[src/rtl/four_12_12_bias_mem_ld.sv]
// -----------------------------------------------------------------------------
// four_12_12_bias_mem_ld
//
// Bias storage for the four_12_12 network stages. It holds DEPTH x WIDTH words
// and has three ways in or out:
//   * a direct write port, used by the host when the loader is idle,
//   * a streaming bulk loader (valid/ready) that fills entries 0..DEPTH-1 in
//     order and pulses load_done once, one cycle after the last word is written,
//   * a registered read port (latency 1) with a valid flag. A write to the
//     read address in the same cycle is forwarded to the read data.
//
// Ports
//   clk         rising-edge clock
//   reset       synchronous reset, active-low
//   wr_en       direct write strobe (honoured only while the loader is idle)
//   wr_addr     direct write address; addresses >= DEPTH are dropped
//   wr_data     direct write data
//   rd_en       read request
//   rd_addr     read address; addresses >= DEPTH read as 0
//   rd_data     registered read data; holds its value when rd_en is low
//   rd_valid    rd_data was produced by a read in the previous cycle
//   load_start  single-cycle pulse that starts a bulk load (idle only)
//   load_valid  load_data holds a word
//   load_data   bulk-load word
//   load_ready  the loader accepts a word this cycle
//   load_busy   a bulk load is in progress (includes the done cycle)
//   load_done   one-cycle pulse after the last load word is written
// -----------------------------------------------------------------------------
module four_12_12_bias_mem_ld #(
    parameter int WIDTH = 32,
    parameter int DEPTH = 4,
    localparam int ADDR_W = (DEPTH > 1) ? $clog2(DEPTH) : 1
) (
    input  logic              clk,
    input  logic              reset,
    input  logic              wr_en,
    input  logic [ADDR_W-1:0] wr_addr,
    input  logic [WIDTH-1:0]  wr_data,
    input  logic              rd_en,
    input  logic [ADDR_W-1:0] rd_addr,
    output logic [WIDTH-1:0]  rd_data,
    output logic              rd_valid,
    input  logic              load_start,
    input  logic              load_valid,
    input  logic [WIDTH-1:0]  load_data,
    output logic              load_ready,
    output logic              load_busy,
    output logic              load_done
);

    // One bit wider than the address so DEPTH itself is representable.
    localparam logic [ADDR_W:0]   DEPTH_W = (ADDR_W + 1)'(DEPTH);
    localparam logic [ADDR_W-1:0] LAST    = ADDR_W'(DEPTH - 1);

    typedef enum logic [1:0] {
        S_IDLE,
        S_LOAD,
        S_DONE
    } state_t;

    state_t            state;
    state_t            state_next;
    logic [ADDR_W-1:0] count;
    logic [ADDR_W-1:0] count_next;

    logic [WIDTH-1:0]  mem [DEPTH];

    // The single internal write port, shared by the direct path and the loader.
    logic              mem_we;
    logic [ADDR_W-1:0] mem_waddr;
    logic [WIDTH-1:0]  mem_wdata;

    logic              wr_in_range;
    logic              rd_in_range;
    logic [WIDTH-1:0]  rd_word;

    assign wr_in_range = ({1'b0, wr_addr} < DEPTH_W);
    assign rd_in_range = ({1'b0, rd_addr} < DEPTH_W);

    // -------------------------------------------------------------------------
    // Loader FSM: next state, write-port arbitration and handshake outputs.
    // The handshake outputs depend on state only, so they are glitch-free and
    // come out of reset at 0 with the state register.
    // -------------------------------------------------------------------------
    always_comb begin
        // NOTE: every signal driven here gets a default first; a branch that
        // leaves one unassigned would otherwise infer a latch.
        state_next = state;
        count_next = count;
        mem_we     = 1'b0;
        mem_waddr  = wr_addr;
        mem_wdata  = wr_data;
        load_ready = 1'b0;
        load_busy  = 1'b0;
        load_done  = 1'b0;

        unique case (state)
            S_IDLE: begin
                // A direct write and load_start in the same cycle both take
                // effect: the write lands now, the load starts next cycle.
                mem_we = wr_en && wr_in_range;
                if (load_start) begin
                    state_next = S_LOAD;
                    count_next = '0;
                end
            end

            S_LOAD: begin
                load_ready = 1'b1;
                load_busy  = 1'b1;
                if (load_valid) begin
                    mem_we    = 1'b1;
                    mem_waddr = count;
                    mem_wdata = load_data;
                    if (count == LAST) begin
                        count_next = '0;
                        state_next = S_DONE;
                    end else begin
                        count_next = count + ADDR_W'(1);
                    end
                end
            end

            S_DONE: begin
                load_done  = 1'b1;
                load_busy  = 1'b1;
                state_next = S_IDLE;
            end

            default: begin
                state_next = S_IDLE;
                count_next = '0;
            end
        endcase
    end

    always_ff @(posedge clk) begin
        // NOTE: sequential state uses non-blocking assignments so every
        // register samples the pre-edge values, independent of block order.
        if (!reset) begin
            state <= S_IDLE;
            count <= '0;
        end else begin
            state <= state_next;
            count <= count_next;
        end
    end

    // -------------------------------------------------------------------------
    // Storage. A reset must leave every bias at zero, so the array is built
    // from resettable flops rather than a RAM macro.
    // -------------------------------------------------------------------------
    always_ff @(posedge clk) begin
        // NOTE: clearing the whole array on reset is deliberate here; it is
        // what rules out mapping this storage onto a RAM without reset.
        if (!reset) begin
            for (int i = 0; i < DEPTH; i++) begin
                mem[i] <= '0;
            end
        end else if (mem_we) begin
            mem[mem_waddr] <= mem_wdata;
        end
    end

    // -------------------------------------------------------------------------
    // Read port: write-first forwarding, out-of-range reads return 0.
    // -------------------------------------------------------------------------
    always_comb begin
        rd_word = '0;
        if (rd_in_range) begin
            if (mem_we && (mem_waddr == rd_addr)) begin
                rd_word = mem_wdata;
            end else begin
                rd_word = mem[rd_addr];
            end
        end
    end

    always_ff @(posedge clk) begin
        if (!reset) begin
            rd_data  <= '0;
            rd_valid <= 1'b0;
        end else begin
            rd_valid <= rd_en;
            if (rd_en) begin
                rd_data <= rd_word;
            end
        end
    end

endmodule

[config.mk]
export PLATFORM = sky130hd
export DESIGN_NAME = four_12_12_bias_mem_ld
export DESIGN_NICKNAME = d
export VERILOG_FILES = /design/src/rtl/four_12_12_bias_mem_ld.sv
export SDC_FILE = /design/constraint.sdc
export NUM_CORES = 1
export LEC_CHECK = 0
export CAP_MARGIN = 20
export CORE_ASPECT_RATIO = 1.25
export CORE_MARGIN = 2
export CORE_UTILIZATION = 31
export DETAILED_ROUTE_END_ITERATION = 10
export GPL_TIMING_DRIVEN = 0
export PLACE_DENSITY = 0.54
export SYNTH_ARGS = -nofsm -noshare
export SYNTH_HDL_FRONTEND = slang
export SYNTH_SLANG_ARGS = --single-unit
[constraint.sdc]
create_clock -name clk -period 3.3 [get_ports clk]
set_clock_uncertainty 0.1 [all_clocks]
set_input_delay 0.66 -clock clk [delete_from_list [all_inputs] [get_ports clk]]
set_output_delay 0.66 -clock clk [all_outputs]
set_load 0.01 [all_outputs]
; ---- Yosys cells after proc, flatten, opt, wreduce, memory -nomap -nowiden
; Memory sizes are Yosys's and may differ from the RTL's. A register that Yosys moved wholly into a read port is not among the register bits.
; Cells that the tools add are included.
[word_totals]
regBits = 5
ramBits = 128
memories = 1
[memory_table]
columns = memory, words, word_bits, rd, rd_clocked_by_memory_dff, write_ports, line
row1 = mem, 4, 32, 1, 1, 4, 66  ; logic [WIDTH-1:0] mem [DEPTH];
[classes]
addsub = 1
eq_ne = 6
mux = 24
n_bitwise = 1
n_reduce_logical = 6
[op_table]
columns = cell, count
row1 = 32-bit 2-to-1 mux, 3
row2 = 32-bit OR reduction, 1
row3 = 2-bit 2-to-1 mux, 9
row4 = 1-bit 2-to-1 mux, 9
row5 = 2-bit != test (second input constant), 3
row6 = 2-bit one-hot mux with 3 select lines, 1
row7 = 3-bit AND reduction, 2
row8 = 2-bit == test (second input constant), 2
row9 = 2-bit one-hot mux with 2 select lines, 1
row10 = 2-bit by 1-bit adder with 2-bit output (second input constant), 1
row11 = 2-bit by 1-bit == test with 1-bit output (second input constant), 1
row12 = 2-bit zero test, 1
row13 = 1-bit one-hot mux with 2 select lines, 1
row14 = 2-bit OR reduction, 1
row15 = 1-bit zero test, 1
row16 = 1-bit NOT, 1

; ---- Depth between registers and ports, before layout
; Gate-level depths: netlist (run 1).
[depth]
word_depth = 7
ltp_mapped = 10

; ---- Worst setup path after synthesis (run 1)
; No wires, ideal clock.
[synth_path]
path_kind = register to register
from = reg, netlist name state[1]
to = reg rd_data[0], read port of mem
arrival_time_ps = 2797
t_required_ps = 3064
slack_ps = 267
path_stages_with_launch = 11
synth_period_minus_slack_ps = 3033
cell_sequence = dfxtp_1 > inv_1 > ha_1 > and2_1 > buf_6 > buf_6 > o311ai_4 > nand3_1 > buf_2 > nand3_1 > a31oi_1
[synth_rtl]
columns = element, line
row1 = to (decl), 41  ; output logic [WIDTH-1:0] rd_data,

==> impl_metrics.csv, run 1 <==
group,metric,value,unit
sta,post-route-min-period,3121,ps
global_routing,grt_start_max_net_pins,24,
yosys,yosys-top-cells-area,"edfxtp_1 52%, dfxtp_1 9.9%, mux4_2 9.7%",
yosys,ys.flop_type,"edfxtp_1",
yosys,avgSynthCellArea,12.58,µm²
floorplanning,rows,63,
cts,path_clk_slew,60,ps
yosys,syn_inst,593,
yosys,postSynth.asyncResetShare,0,%
sta,rsz0062_at_grt,"no",
drt,wl,20980,µm
yosys,synth_area,0.007460,mm²
setup_path,crit_family,"buffers and inverters",
setup_path,cp_cell_sequence,"clkdlybuf4s50_1 -> and2_1 -> buf_6 -> buf_6 -> and3_1 -> o21ai_2 -> buf_2 -> nand2_2 -> buf_12",
status,status,"complete, no violations",
job,maxCapViolCount,0,
global_routing,overflow,0,
floorplanning,ios,110,
drt,wl_per_cell,20.41,µm
setup_path,cpPeakStageDelay,520,ps
place,dp_cells,995,
layout,nets,803,
yosys,yosysWarnings,0,
floorplanning,initial_core_util,31.54,%
place,port-buffer-count,105,
drt,ant_nets,0,
place,dp_hpwl,14440,µm
setup_path,crit_path_top_delay_cell,"clkdlybuf4s50_1",
layout,drive_above_1_share,13.86,%
yosys,synth_top_family_by_area,"multiplexers",
drt,num_vias,5444,
setup_path,cpMostUsedCell,"buf_6",
cts,cts_tree,"built",
global_routing,grt_pass1_wl,31680,µm
yosys,post_synth_num_cell_types,35,
yosys,ys_ff_latch,165,
yosys,yosysTopAreaCell,"edfxtp_1",
yosys,yosys.area_share.simple,10.62,%
drt,detail_route.iter0.violations,495,
floorplanning,dieArea,0.02533,mm²
yosys,yosysMostFrequentCell,"nor2_1",
floorplanning,fp.dieH,177.4,µm
setup_path,critical_path_buf_inv_count,5,
setup_path,cp.arrival,3190,ps
yosys,synthAdderAreaFrac,1.006,%
sta,fin_setup_tns,0,ps
cts,cts_root_buf,"clkbuf_16",
setup_path,cp-end-kind,"flip-flop",
place,dpl-instance-area,0.009006,mm²
cts,ctsHoldBuffers,0,
layout,stdcell_area,0.009712,mm²
setup_path,cp-start-kind,"input pin",
yosys,yosysTopAreaCellShare,51.53,%
global_routing,grt_pass1_vias,5689,
layout,area_delta_synth_final,30.19,%
cts,clock_latency,430,ps
global_routing,grt_use_total,17.15,%
setup_path,cp_max_fo,23,
sta,slew_violations,0,
cts,h-tree-depth,4,
sta,max_slew.worst_pin.slew,752.1,ps
yosys,synth_edf_count,128,
yosys,yosys-top-cells-count,"129 x nor2_1, 128 x edfxtp_1, 37 x dfxtp_1",
floorplanning,coreArea,0.02365,mm²
floorplanning,die_w,142.7,µm
layout,diodes,0,
power_and_ir_drop,power.total,6169,µW
worst_hold_path,hold_path_class,"flip-flop to flip-flop",
place,gp_routability_congestion,0.7702,
sta,setup_violations,0,
setup_path,critPathRequiredTime,3370,ps
sta,timing.final.crit_share,94.59,%
sta,relSlewSlack,49.86,%
yosys,yosysSeqAreaShare,61.46,%
setup_path,worst-setup-path-type,"input pin to flip-flop",
cts,cts_buffer_depth,2,
layout,fillCellCount,2245,
drt,post-route-drc-count,0,
global_routing,antenna_found_initial,0,
yosys,synthXorXnorAreaFrac,0.2348,%
setup_path,r2r_slack,180,ps
power_and_ir_drop,power_leakage,0.003446,µW
cts,numCtsBuffers,17,
power_and_ir_drop,ir_drop,0.3453,mV
yosys,syn_nets,673,
yosys,synthMuxAreaShare,14.22,%
drt,routed_via_density,5.296,
sta,fmax,0.3204,GHz
sta,final_hold_viol_count,0,
layout,finalNonFillerCells,1028,
power_and_ir_drop,p_per_area,635.2,mW/mm²
yosys,synth-compound-area-share,8.755,%
drt,drtPass1Iterations,5,
cts,clock_sinks,165,
worst paths after layout:
path	startpoint	end	depth (start not counted)
worst max-delay path	load_valid	mem[1][16]	9
worst max register to register	state[1]	mem[1][16]	10
worst min-delay path	rd_data[22]	rd_data[22]	2
worst min register to register	rd_data[22]	rd_data[22]	2
registers in the layout (all words and copies together) (netlist names):
signal	cells
count	2
mem	128
rd_data	32
rd_valid	1
state	2
report_power, final:
| group | switching [µW] | leakage [µW] | internal [µW] |
|---|---|---|---|
| clock | 801 | 0.000330 | 1490 |
| sequential | 84.5 | 0.00164 | 2530 |
| combinational | 726 | 0.00148 | 541 |
| total | 1610 | 0.00345 | 4560 |
cells by family (layout without fill, tap and decap cells):
group / Yosys count / after routing
simple gates: 187 / 187
compound gates: 111 / 111
fa+ha+maj: 6 / 6
mux: 66 / 66
xor+xnor: 2 / 2
buf+inv: 56 / 199
flops: 165 / 165
per-layer routing:
layer | vias up | track usage, % | routed length [µm]
li1 | 2481 | - | -
met1 | 2719 | 19.94 | 8057
met2 | 208 | 30.15 | 10980
met3 | 36 | 3.562 | 1289
met4 | 0 | 8.045 | 656
met5 | - | 0 | 0
layout by cell type (no fill, tap or decap), types with 7 or more instances in the layout:
cell	synthesis	final
clkbuf_16	0	17
clkdlybuf4s50_1	0	105
bufinv_16	0	7
mux2i_1	34	34
o21ai_0	35	35
edfxtp_1	128	128
nor2_1	129	129
dfxtp_1	37	37
clkbuf_1	28	26
mux4_2	32	32
a31oi_1	33	33
nand3_1	33	33
o21ai_1	32	30
buf_2	11	11
area by class of cell:
cell class / count / area, µm² / share of cell area (%)
Clock buffer: 17 / 425.4 / 4.380
Buffer: 50 / 256.5 / 2.641
Clock inverter: 15 / 257.7 / 2.654
Timing Repair Buffer: 111 / 1181 / 12.16
Tap cell: 292 / 365.4 / 3.762
Sequential cell: 165 / 4584 / 47.20
Multi-Input combinational cell: 372 / 2619 / 26.96
Inverter: 6 / 22.52 / 0.2319
worst reg2reg max path: stages (launching register included):
cell,delay [ps]
dfxtp_1,360
inv_1,100
ha_1,280
and2_1,210
buf_6,120
buf_6,150
and3_1,200
o21ai_2,390
buf_2,350
nand2_2,280
buf_12,290
stage by stage:
step	hold WS, ps	util, %	setup slack (ps)
after floorplan	409.4	-	266.7
after global placement	430.4	37.53	-1506
after detailed placement	428.0	38.08	-647.1
after CTS	440.6	41.05	3.656
after global routing	475.0	41.07	82.24
final	437.0	41.07	178.5
repair_timing:
| action | CTS | global route |
|---|---|---|
| pin swaps | 1 | 0 |
| endpoints found under the setup margin | 76 | 44 |
| gates resized for setup | 3 | 3 |
| setup buffers | 1 | 0 |
No activity file was read; power rests on OpenSTA's default activity.
==> run 2, diff against run 1 <==
MAX_ROUTING_LAYER = met4   (was not set)
==> impl_metrics.csv, run 2 (synthesis results as in run 1) <==
group,metric,value,unit
layout,nets,803,
layout,layout_commonest_cell,"nor2_1",
sta,setup_violations,0,
cts,cts_root_buf,"clkbuf_16",
floorplanning,initial_core_util,31.54,%
power_and_ir_drop,p_per_area,636.0,mW/mm²
layout,regArea,0.004584,mm²
cts,path_clk_slew,60,ps
place,dpl-instance-area,0.009006,mm²
cts,clock_sinks,165,
setup_path,cp-start-kind,"input pin",
sta,fin_ws,183.2,ps
layout,largest_registers,"mem x128, rd_data x32",
sta,worst_hold_slack,436.5,ps
global_routing,overflow,0,
setup_path,cp.arrival,3190,ps
layout,largest_reg_flops,128,
floorplanning,dieArea,0.02533,mm²
place,dp_cells,995,
setup_path,worst-setup-path-type,"input pin to flip-flop",
sta,rsz0062_at_grt,"no",
cts,h-tree-depth,4,
global_routing,grt_pass1_vias,5684,
global_routing,grt_pass1_wl,31730,µm
setup_path,r2r_slack,190,ps
layout,top_register,"mem",
drt,num_vias,5460,
cts,cts_buffer_depth,2,
sta,fin_setup_tns,0,ps
layout,area_delta_synth_final,30.19,%
setup_path,cp-end-kind,"flip-flop",
layout,final_cell_mix,"129 x nor2_1, 128 x edfxtp_1, 105 x clkdlybuf4s50_1",
place,dp_slack,-647.1,ps
power_and_ir_drop,power_leakage,0.003446,µW
drt,drtPass1Iterations,5,
global_routing,grt_use_total,17.68,%
worst_hold_path,hold_depth,2,
setup_path,r2r_cells,10,
sta,post-route-min-period,3117,ps
place,dp_hpwl,14440,µm
layout,multi_input_area,0.002619,mm²
sta,fmax,0.3208,GHz
drt,wl_per_cell,20.48,µm
layout,fillCellCount,2245,
drt,wl,21050,µm
sta,timing.final.crit_share,94.45,%
place,port-buffer-count,105,
worst_hold_path,hold_path_class,"flip-flop to flip-flop",
drt,detail_route.iter0.violations,477,
drt,ant_nets,0,
sta,final_hold_viol_count,0,
cts,clock_latency,440,ps
status,status,"complete, no violations",
floorplanning,ios,110,
power_and_ir_drop,ir_drop,0.3492,mV
setup_path,cp_max_fo,18,
floorplanning,coreArea,0.02365,mm²
floorplanning,die_w,142.7,µm
sta,slew_violations,0,
sta,relSlewSlack,51.07,%
setup_path,critPathRequiredTime,3380,ps
place,gp_routability_congestion,0.7806,
cts,cts_tree,"built",
cts,numCtsBuffers,17,
drt,post-route-drc-count,0,
job,maxCapViolCount,0,
layout,drive_above_1_share,13.86,%
layout,diodes,0,
layout,finalNonFillerCells,1028,
floorplanning,rows,63,
global_routing,grt_start_max_net_pins,24,
drt,routed_via_density,5.311,
layout,stdcell_area,0.009712,mm²
floorplanning,fp.dieH,177.4,µm
sta,max_slew.worst_pin.slew,734.0,ps
global_routing,antenna_found_initial,0,
[run 2: cell counts in the layout (fill, tap and decap cells not counted)]
Identical to the previous run, type by type.
[run 2: report_power, final]
group / internal (µW) / total [µW] / switching (µW)
Combinational: 541 / 1270 / 729
Clock: 1490 / 2290 / 806
Sequential: 2530 / 2610 / 85.0
Total: 4560 / 6180 / 1620
[run 2: metrics by stage]
step	utilization [%]	power (µW)
finish	41.07	6177
global placement	37.53	3861
detailed placement	38.08	3932
CTS	41.05	6217
global route	41.07	6411
floorplan	-	3386
[run 2: layout make-up]
| class | instances | area share (%) |
|---|---|---|
| plain buffers | 50 | 2.641 |
| inverters | 6 | 0.2319 |
| well taps | 292 | 3.762 |
| multi-input cells | 372 | 26.96 |
| repair buffers | 111 | 12.16 |
| clock buffers | 17 | 4.380 |
| clock inverters | 15 | 2.654 |
| flip-flops and latches | 165 | 47.20 |
[run 2: path summary, 6_finish.rpt]
check / to / startpoint
worst max-delay path: mem[2][17] / load_valid
worst min-delay path: rd_data[22] / rd_data[22]
worst max register to register: mem[1][16] / state[1]
worst min register to register: rd_data[22] / rd_data[22]
[run 2: per-layer routing]
layer	vias to the layer above	wire, µm	global-route usage [%]
li1	2484	-	-
met1	2731	8256	20.10
met2	201	10980	30.11
met3	44	1158	3.481
met4	0	656	8.045
met5	-	0	-
[run 2: worst max-delay path, cell delays in order]
cell	delay, ps
clkdlybuf4s50_1	590
nand2_1	150
a31oi_1	380
nand2b_1	160
clkbuf_1	350
clkbuf_2	370
nand2_4	250
buf_16	270
[run 2: timing repair]
action                                 in CTS  in global routing
setup endpoints to repair                  76                 44
setup buffers                               1                  0
endpoints found under the hold margin       0                  0
pin swaps                                   1                  0
resized for setup                           3                  3
hold buffers                                0                  0
==> run 3, diff against run 2 <==
REMOVE_ABC_BUFFERS = 1   (was not set)
==> impl_metrics.csv, run 3 (synthesis results as in run 1) <==
group,metric,value,unit
sta,fmax,0.3348,GHz
cts,cts_root_buf,"clkbuf_16",
floorplanning,fp.dieH,177.4,µm
drt,wl,20620,µm
layout,largest_registers,"mem x128, rd_data x32",
setup_path,cp-end-kind,"flip-flop",
cts,path_clk_slew,60,ps
layout,layout_commonest_cell,"nor2_1",
setup_path,cp_max_fo,22,
global_routing,grt_pass1_vias,5450,
worst_hold_path,hold_depth,2,
place,dp_cells,961,
worst_hold_path,hold_path_class,"flip-flop to flip-flop",
drt,wl_per_cell,20.64,µm
layout,drive_above_1_share,14.14,%
place,dp_slack,-888.5,ps
cts,clock_sinks,165,
sta,timing.final.crit_share,90.50,%
layout,nets,774,
setup_path,cp.arrival,3050,ps
sta,relSlewSlack,59.18,%
layout,top_register,"mem",
sta,post-route-min-period,2986,ps
cts,cts_buffer_depth,2,
sta,slew_violations,0,
job,maxCapViolCount,0,
place,dp_hpwl,13050,µm
floorplanning,initial_core_util,31.54,%
global_routing,grt_pass1_wl,31290,µm
drt,ant_nets,0,
setup_path,critPathRequiredTime,3370,ps
layout,final_cell_mix,"129 x nor2_1, 128 x edfxtp_1, 105 x clkdlybuf4s50_1",
cts,cts_tree,"built",
floorplanning,ios,110,
layout,fillCellCount,2219,
floorplanning,dieArea,0.02533,mm²
sta,worst_hold_slack,432.9,ps
drt,drtPass1Iterations,5,
sta,final_hold_viol_count,0,
power_and_ir_drop,power_leakage,0.003437,µW
setup_path,worst-setup-path-type,"input pin to flip-flop",
sta,max_slew.worst_pin.slew,612.2,ps
cts,clock_latency,420,ps
place,port-buffer-count,109,
power_and_ir_drop,ir_drop,0.3595,mV
sta,rsz0062_at_grt,"no",
sta,setup_violations,0,
cts,numCtsBuffers,17,
layout,area_delta_synth_final,30.28,%
drt,routed_via_density,5.283,
sta,fin_ws,313.6,ps
place,gp_routability_congestion,0.7430,
layout,finalNonFillerCells,999,
global_routing,grt_use_total,17.28,%
drt,post-route-drc-count,0,
drt,num_vias,5278,
setup_path,r2r_cells,8,
floorplanning,rows,63,
setup_path,cp-start-kind,"input pin",
cts,h-tree-depth,4,
status,status,"complete, no violations",
power_and_ir_drop,p_per_area,609.9,mW/mm²
layout,largest_reg_flops,128,
floorplanning,die_w,142.7,µm
floorplanning,coreArea,0.02365,mm²
global_routing,antenna_found_initial,0,
layout,diodes,0,
global_routing,overflow,0,
cts,ctsHoldBuffers,0,
global_routing,grt_start_max_net_pins,37,
drt,detail_route.iter0.violations,461,
[run 3: cell types whose count changed in the layout (fill, tap and decap cells not counted), moves of 2 or more]
cell	change
buf_8	+3
buf_4	+2
buf_12	+8
o21ai_2	-3
o21ai_4	+3
clkbuf_2	-5
buf_6	-5
clkbuf_8	+2
bufinv_16	-4
clkinv_2	-2
buf_2	-7
clkbuf_1	-21
[run 3: layout make-up]
cell class                      count  area [µm²]  area share (%)
Inverter                            6       22.52          0.2317
Tap cell                          292       365.4           3.759
Clock buffer                       24       471.7           4.854
Timing Repair Buffer              132        1471           15.14
Clock inverter                      8       123.9           1.275
Multi-Input combinational cell    372        2679           27.57
Sequential cell                   165        4584           47.17
[run 3: power breakdown]
part | total (µW) | switching (µW) | internal, µW
Clock | 2010 | 782 | 1230
Combinational | 1310 | 731 | 574
Sequential | 2610 | 81.5 | 2530
Total | 5930 | 1590 | 4330
[run 3: routing by layer]
metal	track usage, %	vias to the layer above	wire length [µm]
li1	-	2429	-
met1	21.33	2611	8521
met2	29.23	215	10640
met3	2.671	23	1148
met4	5.446	0	307
met5	-	-	0
[run 3: through the flow]
| stage | total power, µW | util (%) | cell area [µm²] | TNS (ps) |
|---|---|---|---|---|
| floorplan | 3321 | - | 7206 | -167910 |
| global placement | 3824 | 36.63 | 8662 | -920790 |
| detailed placement | 3947 | 38.30 | 9056 | -85900 |
| CTS | 5970 | 41.03 | 9702 | 0 |
| global route | 6177 | 41.10 | 9718 | 0 |
| finish | 5927 | 41.10 | 9718 | 0 |
[run 3: worst max-delay path, cell delays in order]
cell and delay (ps):
clkdlybuf4s50_1 590, nand2_1 150, a31oi_1 460, nand2b_4 370, buf_12 220, nand2_2 280, buf_12 300
[run 3: worst paths after layout]
| path | slack (ps) | endpoint | from |
|---|---|---|---|
| min | 430 | rd_data[11] | rd_data[11] |
| max | 310 | mem[2][24] | load_valid |
| min reg2reg | 430 | rd_data[11] | rd_data[11] |
| max reg2reg | 320 | mem[2][24] | state[1] |
[run 3: repair_timing]
item / in CTS / in global routing
setup buffers: 5 / 1
cloned: 0 / 0
pin swaps: 4 / 1
resized for setup: 3 / 2
setup endpoints to repair: 110 / 46
